### src/rtl/div.sv
// 32-bit restoring divider for the EX stage (DIV / DIVU).
// Result: [63:32] remainder, [31:0] quotient; fixed 34-edge latency.
module div (
    input  logic        clk,
    input  logic        rst,
    input  logic        signed_div_i,
    input  logic [31:0] opdata1_i,
    input  logic [31:0] opdata2_i,
    input  logic        start_i,
    input  logic        annul_i,
    output logic [63:0] result_o,
    output logic        ready_o
);

    typedef enum logic [1:0] {
        FREE,
        BYZERO,
        ON,
        END
    } state_e;

    state_e      state_q, state_d;
    logic [5:0]  cnt_q, cnt_d;
    logic [31:0] dvd_q, dvd_d;
    logic [31:0] dvs_q, dvs_d;
    logic [31:0] rem_q, rem_d;
    logic        negq_q, negq_d;
    logic        negr_q, negr_d;
    logic [63:0] result_q, result_d;
    logic        ready_q, ready_d;

    logic [32:0] shifted;
    logic [32:0] diff;
    logic        ge;
    logic [31:0] quo_fix;
    logic [31:0] rem_fix;

    // One restoring step: 33-bit compare/subtract so divisor 0xFFFFFFFF fits.
    always_comb begin
        shifted = {rem_q, dvd_q[31]};
        diff    = shifted - {1'b0, dvs_q};
        ge      = shifted[32] | ~diff[32];
        quo_fix = negq_q ? (32'd0 - dvd_q) : dvd_q;
        rem_fix = negr_q ? (32'd0 - rem_q) : rem_q;
    end

    // Next-state and datapath updates for the four-state divider FSM.
    always_comb begin
        state_d  = state_q;
        cnt_d    = cnt_q;
        dvd_d    = dvd_q;
        dvs_d    = dvs_q;
        rem_d    = rem_q;
        negq_d   = negq_q;
        negr_d   = negr_q;
        result_d = result_q;
        ready_d  = ready_q;
        unique case (state_q)
            FREE: begin
                result_d = '0;
                ready_d  = 1'b0;
                if (start_i && !annul_i) begin
                    if (opdata2_i == 32'd0) begin
                        state_d = BYZERO;
                    end else begin
                        state_d = ON;
                        cnt_d   = '0;
                        rem_d   = '0;
                        dvd_d   = (signed_div_i && opdata1_i[31])
                                  ? (32'd0 - opdata1_i) : opdata1_i;
                        dvs_d   = (signed_div_i && opdata2_i[31])
                                  ? (32'd0 - opdata2_i) : opdata2_i;
                        negq_d  = signed_div_i
                                  & (opdata1_i[31] ^ opdata2_i[31]);
                        negr_d  = signed_div_i & opdata1_i[31];
                    end
                end
            end
            BYZERO: begin
                if (annul_i) begin
                    state_d  = FREE;
                    result_d = '0;
                    ready_d  = 1'b0;
                end else begin
                    state_d  = END;
                    result_d = '0;
                    ready_d  = 1'b1;
                end
            end
            ON: begin
                if (annul_i) begin
                    state_d  = FREE;
                    result_d = '0;
                    ready_d  = 1'b0;
                end else if (cnt_q != 6'd32) begin
                    rem_d = ge ? diff[31:0] : shifted[31:0];
                    dvd_d = {dvd_q[30:0], ge};
                    cnt_d = cnt_q + 6'd1;
                end else begin
                    state_d  = END;
                    result_d = {rem_fix, quo_fix};
                    ready_d  = 1'b1;
                end
            end
            END: begin
                if (!start_i) begin
                    state_d  = FREE;
                    result_d = '0;
                    ready_d  = 1'b0;
                end
            end
            default: state_d = FREE;
        endcase
    end

    // State and datapath registers, cleared immediately on reset.
    always_ff @(posedge clk or negedge rst) begin
        if (!rst) begin
            state_q  <= FREE;
            cnt_q    <= '0;
            dvd_q    <= '0;
            dvs_q    <= '0;
            rem_q    <= '0;
            negq_q   <= 1'b0;
            negr_q   <= 1'b0;
            result_q <= '0;
            ready_q  <= 1'b0;
        end else begin
            state_q  <= state_d;
            cnt_q    <= cnt_d;
            dvd_q    <= dvd_d;
            dvs_q    <= dvs_d;
            rem_q    <= rem_d;
            negq_q   <= negq_d;
            negr_q   <= negr_d;
            result_q <= result_d;
            ready_q  <= ready_d;
        end
    end

    assign result_o = result_q;
    assign ready_o  = ready_q;

endmodule

### config.mk
export PLATFORM = sky130hd
export DESIGN_NAME = div
export DESIGN_NICKNAME = d
export VERILOG_FILES = /design/src/rtl/div.sv
export SDC_FILE = /design/constraint.sdc
export NUM_CORES = 1
export LEC_CHECK = 0
export ABC_AREA = 1
export CORE_MARGIN = 2
export CORE_UTILIZATION = 50
export CTS_CLUSTER_SIZE = 24
export DETAILED_ROUTE_END_ITERATION = 7
export PLACE_DENSITY = 0.68
export SKIP_CTS_REPAIR_TIMING = 1
export SLEW_MARGIN = 20
export SYNTH_ARGS = -nofsm -noshare
export SYNTH_HDL_FRONTEND = slang
export SYNTH_SLANG_ARGS = --single-unit
### constraint.sdc
create_clock -name clk -period 2.7 [get_ports clk]
set_clock_uncertainty 0.2 [all_clocks]
set_input_delay 0.405 -clock clk [delete_from_list [all_inputs] [get_ports clk]]
set_output_delay 0.405 -clock clk [all_outputs]
set_load 0.05 [all_outputs]
==> impl_metrics.py, run 1 <==
metrics = {
    "drt": {
        "wire_per_inst_um": 16.63,
        "drtIter0Drc": 1209,
        "ant_nets": 0,
        "vias_per_cell": 5.338,
        "first_pass_iters": 5,
        "drc": 0,
        "drt_wl_total_mm": 42.28,
        "num_vias": 13570,
    },
    "pwr": {
        "p_leak_nw": 8.229,
        "ir_drop_v": 0.0005336,
        "cellPowerDensity_nw_per_um2": 1072,
    },
    "floorplanning": {
        "die_h_um": 165.3,
        "die-area_um2": 27330,
        "initial_core_util_pct": 50.37,
        "die_w_um": 165.3,
        "rows": 59,
        "ios": 134,
        "core_area_um2": 25840,
    },
    "clock_tree": {
        "cts_buffer_depth": 2,
        "htreeDepth": 4,
        "cts_buffers": 17,
        "clock_sinks": 171,
        "clkTransAtPathRegs_ps": 70,
        "cts_tree": "yes",
        "clockRootBuffer": "clkbuf_16",
        "clock_latency_ps": 440,
    },
    "layout": {
        "multi_input_area_um2": 7458,
        "drive_above_1_share_pct": 7.114,
        "final_common_cell": "nand2_1",
        "antennaDiodeCount": 0,
        "ff_latch_area_um2": 4279,
        "layout_common_cells": "694 x nand2_1, 269 x inv_1, 192 x nor2_1, 171 x dfrtp_1, 170 x nand3_1",
        "nets": 2305,
        "fill_cells": 2514,
        "areaGrowthSynthToFinish_pct": 21.53,
    },
    "global_routing": {
        "use_met2_pct": 46.21,
        "grt_pass1_vias": 12530,
        "antenna_found_initial": 0,
        "grt_use_met3_pct": 4.720,
        "grt_pass1_wl_mm": 66.89,
        "busiest_layer": "met1",
        "grt-ovfl-total": 0,
        "grt_usage_pct": 31.97,
        "grt_util_met1_pct": 48.46,
        "grt_max_degree": 67,
    },
    "logic_synthesis": {
        "ys_seq_area_share_pct": 32.88,
        "ys_ff_latch": 171,
        "postSynthAreaPerCell_um2": 6.442,
        "synth_edf_count": 0,
        "ys_warn_count": 0,
        "yosys-top-cells-area": "dfrtp_1 33%, nand2_1 20%, inv_1 7.9%",
        "syn-cell-area_um2": 13010,
        "async_reset_ff_share_pct": 100.0,
        "synth_top_cell_area_share_pct": 32.88,
        "syn-instance-count": 2020,
        "synthFlopType": "dfrtp_1",
        "synth_nets": 2131,
        "yosysUniqueCellTypes": 49,
        "synth_area_leader_cell": "dfrtp_1",
    },
    "placed_design": {
        "io_buffers": 133,
        "dp_hpwl_mm": 34.09,
        "dp_slack_ps": -24.15,
        "place.gp.congestion": 0.9820,
    },
    "flow_run": {
        "cap_violations": 0,
    },
    "critical_path": {
        "worstRegToRegCells": 15,
        "crit_path_max_fanout": 19,
        "required_ps": 2820,
        "endpoint_kind": "flip-flop",
        "crit_type": "flip-flop to flip-flop",
        "worst_r2r_endpoint": "rem_q[31]$_DFFE_PN0P_",
        "crit_top_cell": "nand2_1",
        "timing.rr.start": "dvs_q[23]$_DFFE_PN0P_",
        "critPathArrivalTime_ps": 2680,
        "critPathMaxStageDelay_ps": 360,
        "r2r_slack_ps": 150,
        "path_cells": "inv_1, ha_1, nand2_2, inv_1, a21oi_1, nand2_1, nand2_1, nand2_1, nor2_4, nand2_4, buf_12, nand2_2, nand2_1, nand2_1, nand2_1",
        "slowest_stage": "dfrtp_1",
        "critical_path.startpoint": "dvs_q[23]$_DFFE_PN0P_",
        "crit_path_start_kind": "flip-flop",
    },
    "worst_hold_path": {
        "hold_depth": 1,
        "hp-class": "flip-flop to flip-flop",
        "whs_endpoint": "result_o[7]$_DFFE_PN0P_",
        "min_from": "result_o[7]$_DFFE_PN0P_",
    },
    "timing": {
        "tightestPinTransition_ps": 720.4,
        "fmax_mhz": 391.8,
        "period_share_pct": 94.54,
        "finalMaxSlewViolations": 0,
        "holdWs_ps": 278.4,
        "min_period_ps": 2552,
        "setup_slack_ps": 147.5,
        "setup_viol": 0,
        "maxSlewHeadroom_pct": 51.97,
        "finalHoldViolCount": 0,
    },
    "outcome": {
        "outcome": "finished, final reports clean",
    },
}
[cell families (layout without fill, tap and decap cells)]
family          after synthesis  after routing  synth area share, %
simple gates               1155           1155                37.53
buf+inv                     333            520                10.11
fa+ha+maj                    42             42                4.096
flops                       171            171                32.88
compound gates              249            249                10.67
xor+xnor                     70             70                4.711
[worst max-delay path, delay by kind of cell (launching register included)]
kind	cells	cell delay (ps)
AOI/OAI and AO/OA	1	190
adders and majority gates	1	330
buffers and inverters	3	380
DFF	1	360
and+or+nand+nor	10	990
[power by group]
group	internal (W)	switching (W)
clock network	0.00123	0.00119
logic	0.00342	0.00689
registers	0.00337	0.000859
total	0.00802	0.00894
[state kept, by name (all words and copies together) (netlist names)]
| register | flops |
|---|---|
| cnt_q | 6 |
| state_q | 2 |
| negq_q | 1 |
| dvs_q | 32 |
| rem_q | 32 |
| negr_q | 1 |
| ready_o | 1 |
| result_o | 64 |
| dvd_q | 32 |
[per-layer routing]
metal / up-vias / share of wire, % / wire length, um
li1: 6793 / - / -
met1: 6219 / 49 / 20610
met2: 485 / 41 / 17320
met3: 73 / 7.1 / 3013
met4: 0 / 3.2 / 1340
met5: - / 0 / 0
[stage by stage]
stage | setup TNS (ps) | std cells | power [W] | cell area, um2 | util (%)
4_1_cts | 0 | 2541 | 0.01678 | 15760 | 61.00
6_report | 0 | 2542 | 0.01696 | 15820 | 61.21
3_3_place_gp | 0 | 2509 | 0.01418 | 15180 | 58.76
5_1_grt | -11.34 | 2542 | 0.01833 | 15820 | 61.21
3_5_place_dp | -30.56 | 2509 | 0.01432 | 15180 | 58.76
2_1_floorplan | 0 | 2020 | 0.01080 | 13010 | -
[cells in the mapped netlist, types with 3 or more instances]
master	count
nand2_1	699
inv_1	273
nor2_1	193
dfrtp_1	171
nand3_1	170
o21ai_0	131
a21oi_1	52
xor2_1	48
ha_1	41
nand4_1	31
clkbuf_1	30
xnor2_1	22
o211ai_1	18
o21ai_1	17
buf_2	15
nor3_1	15
nand3_2	11
nand3b_1	11
o31ai_1	9
a22o_1	8
or2_2	6
buf_4	4
buf_6	4
inv_2	4
nor4_1	4
a31oi_1	3
and2_1	3
nand2_2	3
[final cells by class]
cell class / instances / area share, %
clock buffer: 17 / 2.690
timing repair buffer: 210 / 12.86
clock inverter: 15 / 0.9731
tap: 335 / 2.650
inverter: 278 / 6.614
sequential: 171 / 27.06
multi-input combinational: 1516 / 47.16
[how the worst max path moves through the flow]
| stage | end | slack [ps] | cells after the start |
|---|---|---|---|
| after global routing | rem_q[27]$_DFFE_PN0P_ | -9 | 15 |
| final | rem_q[31]$_DFFE_PN0P_ | 150 | 15 |
| after CTS | rem_q[27]$_DFFE_PN0P_ | 60 | 15 |
| after floorplan | rem_q[19]$_DFFE_PN0P_ | 210 | 16 |
| after detailed placement | dvd_q[27]$_DFFE_PN0P_ | -20 | 13 |
| after global placement | dvd_q[31]$_DFFE_PN0P_ | 40 | 13 |
(Power assumes the default switching activity.)
==> run 2, diff against run 1 <==
--- a/config.mk
+++ b/config.mk
@@ -10,7 +10,8 @@
 export CORE_UTILIZATION = 50
 export CTS_CLUSTER_SIZE = 24
 export DETAILED_ROUTE_END_ITERATION = 7
-export PLACE_DENSITY = 0.68
+export DONT_BUFFER_PORTS = 1
+export PLACE_DENSITY = 0.61
 export SKIP_CTS_REPAIR_TIMING = 1
 export SLEW_MARGIN = 20
 export SYNTH_ARGS = -nofsm -noshare
==> constraint.sdc (replaced) <==
create_clock -name clk -period 2.7 [get_ports clk]
set_clock_uncertainty 0.2 [all_clocks]
set_input_delay 0.54 -clock clk [delete_from_list [all_inputs] [get_ports clk]]
set_output_delay 0.54 -clock clk [all_outputs]
set_load 0.05 [all_outputs]
==> impl_metrics.py, run 2 (same netlist as run 1, synthesis figures left out) <==
metrics = {
    "placed_design": {
        "dp_hpwl_mm": 33.33,
        "dp_slack_ps": 4.978,
        "place_inst": 2358,
        "io_buffers": 0,
        "place.gp.congestion": 0.9504,
    },
    "layout": {
        "instances_no_fill": 2391,
        "areaGrowthSynthToFinish_pct": 9.528,
        "fill_cells": 2619,
        "ff_latch_area_um2": 4279,
        "nets": 2154,
        "largest_reg_flops": 64,
        "final_common_cell": "nand2_1",
        "antennaDiodeCount": 0,
        "multi_input_area_um2": 7455,
        "drive_above_1_share_pct": 6.323,
        "layout_common_cells": "697 x nand2_1, 273 x inv_1, 193 x nor2_1, 171 x dfrtp_1, 169 x nand3_1",
    },
    "drt": {
        "first_pass_iters": 5,
        "drtIter0Drc": 1094,
        "num_vias": 12850,
        "drc": 0,
        "vias_per_cell": 5.375,
        "drt_wl_total_mm": 42.89,
        "ant_nets": 0,
        "wire_per_inst_um": 17.94,
    },
    "critical_path": {
        "critPathMaxStageDelay_ps": 490,
        "path_cells": "ha_1, nand2_1, nor2_1, inv_1, nor2_1, nand4_1, nand4_1, nand3_1, nand3_2, nand2_1",
        "critPathArrivalTime_ps": 2700,
        "endpoint_kind": "flip-flop",
        "crit_type": "flip-flop to flip-flop",
        "crit_buf_inv": 1,
        "crit_path_max_fanout": 6,
        "worstRegToRegCells": 10,
        "r2r_slack_ps": 120,
        "timing.rr.start": "rem_q[16]$_DFFE_PN0P_",
        "worst_r2r_endpoint": "rem_q[19]$_DFFE_PN0P_",
        "crit_path_start_kind": "flip-flop",
        "required_ps": 2820,
        "slowest_stage": "dfrtp_1",
        "cpLargestDelayFamily": "simple AND/OR/NAND/NOR gates",
    },
    "timing": {
        "fmax_mhz": 388.2,
        "finalMaxSlewViolations": 0,
        "tightestPinTransition_ps": 741.1,
        "setup-tns-final_ps": 0,
        "setup_slack_ps": 124.3,
        "setup_viol": 0,
        "min_period_ps": 2576,
        "maxSlewHeadroom_pct": 50.59,
        "rsz0062_at_grt": "true",
        "finalHoldViolCount": 171,
        "period_share_pct": 95.40,
        "holdWs_ps": -383.2,
    },
    "global_routing": {
        "antenna_found_initial": 0,
        "grt_max_degree": 172,
        "grt-ovfl-total": 0,
        "grt_pass1_vias": 11870,
        "grt_pass1_wl_mm": 65.43,
        "grt_usage_pct": 31.41,
    },
    "flow_run": {
        "cap_violations": 0,
    },
    "floorplanning": {
        "ios": 134,
        "initial_core_util_pct": 50.37,
        "die-area_um2": 27330,
        "die_w_um": 165.3,
        "core_area_um2": 25840,
        "rows": 59,
        "die_h_um": 165.3,
    },
    "clock_tree": {
        "htreeDepth": 4,
        "clock_sinks": 171,
        "clockRootBuffer": "clkbuf_16",
        "cts_buffers": 17,
        "cts_buffer_depth": 2,
        "cts_tree": "yes",
        "clkTransAtPathRegs_ps": 70,
        "clock_latency_ps": 440,
    },
    "pwr": {
        "cellPowerDensity_nw_per_um2": 1144,
        "ir_drop_v": 0.0009808,
        "p_leak_nw": 7.626,
    },
    "worst_hold_path": {
        "hp-class": "input pin to asynchronous set/reset pin",
    },
    "outcome": {
        "violations": "negative hold slack",
        "outcome": "finished with violations",
    },
}
## run 2: changes by cell type in the layout (fill, tap and decap cells not counted), moves of 4 or more
cell             delta
clkdlybuf4s50_1   -132
buf_4              -11
buf_12              -6
inv_8               -5
inv_1               +4
inv_2               -4
## run 2: worst max-delay path by stage
stage                          startpoint                     to  slack (ps)  cells after the start
detailed placement  dvd_q[31]$_DFFE_PN0P_  rem_q[19]$_DFFE_PN0P_           5                     16
finish              rem_q[16]$_DFFE_PN0P_  rem_q[19]$_DFFE_PN0P_         120                     10
global route        dvd_q[31]$_DFFE_PN0P_  rem_q[17]$_DFFE_PN0P_         -50                     16
global placement    dvd_q[31]$_DFFE_PN0P_  rem_q[19]$_DFFE_PN0P_          60                     16
CTS                 dvd_q[31]$_DFFE_PN0P_  rem_q[19]$_DFFE_PN0P_         -20                     16
floorplan           dvd_q[31]$_DFFE_PN0P_  rem_q[19]$_DFFE_PN0P_         210                     16
## run 2: area by class of cell
class | instances | share of cell area (%)
timing repair buffer | 58 | 3.344
inverter | 278 | 7.338
clock inverter | 11 | 0.7549
tap | 335 | 2.941
clock buffer | 21 | 3.301
multi-input combinational | 1517 | 52.30
sequential | 171 | 30.02
## run 2: power breakdown
part / total [W] / internal, W / leakage [nW] / switching [W]
registers: 0.00508 / 0.00335 / 2.28 / 0.00173
clock network: 0.00248 / 0.00136 / 0.281 / 0.00112
logic: 0.00875 / 0.00283 / 5.07 / 0.00591
## run 2: worst register-to-register path, delay by kind of cell, from the launching register on
kind / cells / cell delay [ps]
flip-flops: 1 / 490
buffers and inverters: 1 / 110
AND/OR/NAND/NOR: 8 / 1240
adder cells (fa/ha/maj): 1 / 420
## run 2: per-stage QoR
| step | util, % | total power [W] | hold slack (ps) | instance area [um2] |
|---|---|---|---|---|
| after global placement | 52.78 | 0.01350 | 49.54 | 13640 |
| after floorplan | - | 0.01080 | 44.41 | 13010 |
| final | 55.17 | 0.01631 | -383.2 | 14250 |
| after CTS | 55.02 | 0.01611 | -417.9 | 14220 |
| after global routing | 55.17 | 0.01760 | -401.0 | 14250 |
| after detailed placement | 52.78 | 0.01359 | 52.54 | 13640 |
## run 2: layer usage
metal / up-vias / wire length, um / track usage [%]
li1: 6468 / - / -
met1: 5897 / 20330 / 46.68
met5: - / 0 / 0
met3: 51 / 3028 / 4.995
met4: 0 / 955 / 8.229
met2: 435 / 18580 / 47.46
==> run 3, diff against run 2 <==
--- a/config.mk
+++ b/config.mk
@@ -6,6 +6,7 @@
 export NUM_CORES = 1
 export LEC_CHECK = 0
 export ABC_AREA = 1
+export CAP_MARGIN = 10
 export CORE_MARGIN = 2
 export CORE_UTILIZATION = 50
 export CTS_CLUSTER_SIZE = 24
==> results of run 3 <==
No change in the layout: final DEF, timing and power equal those of run 2.
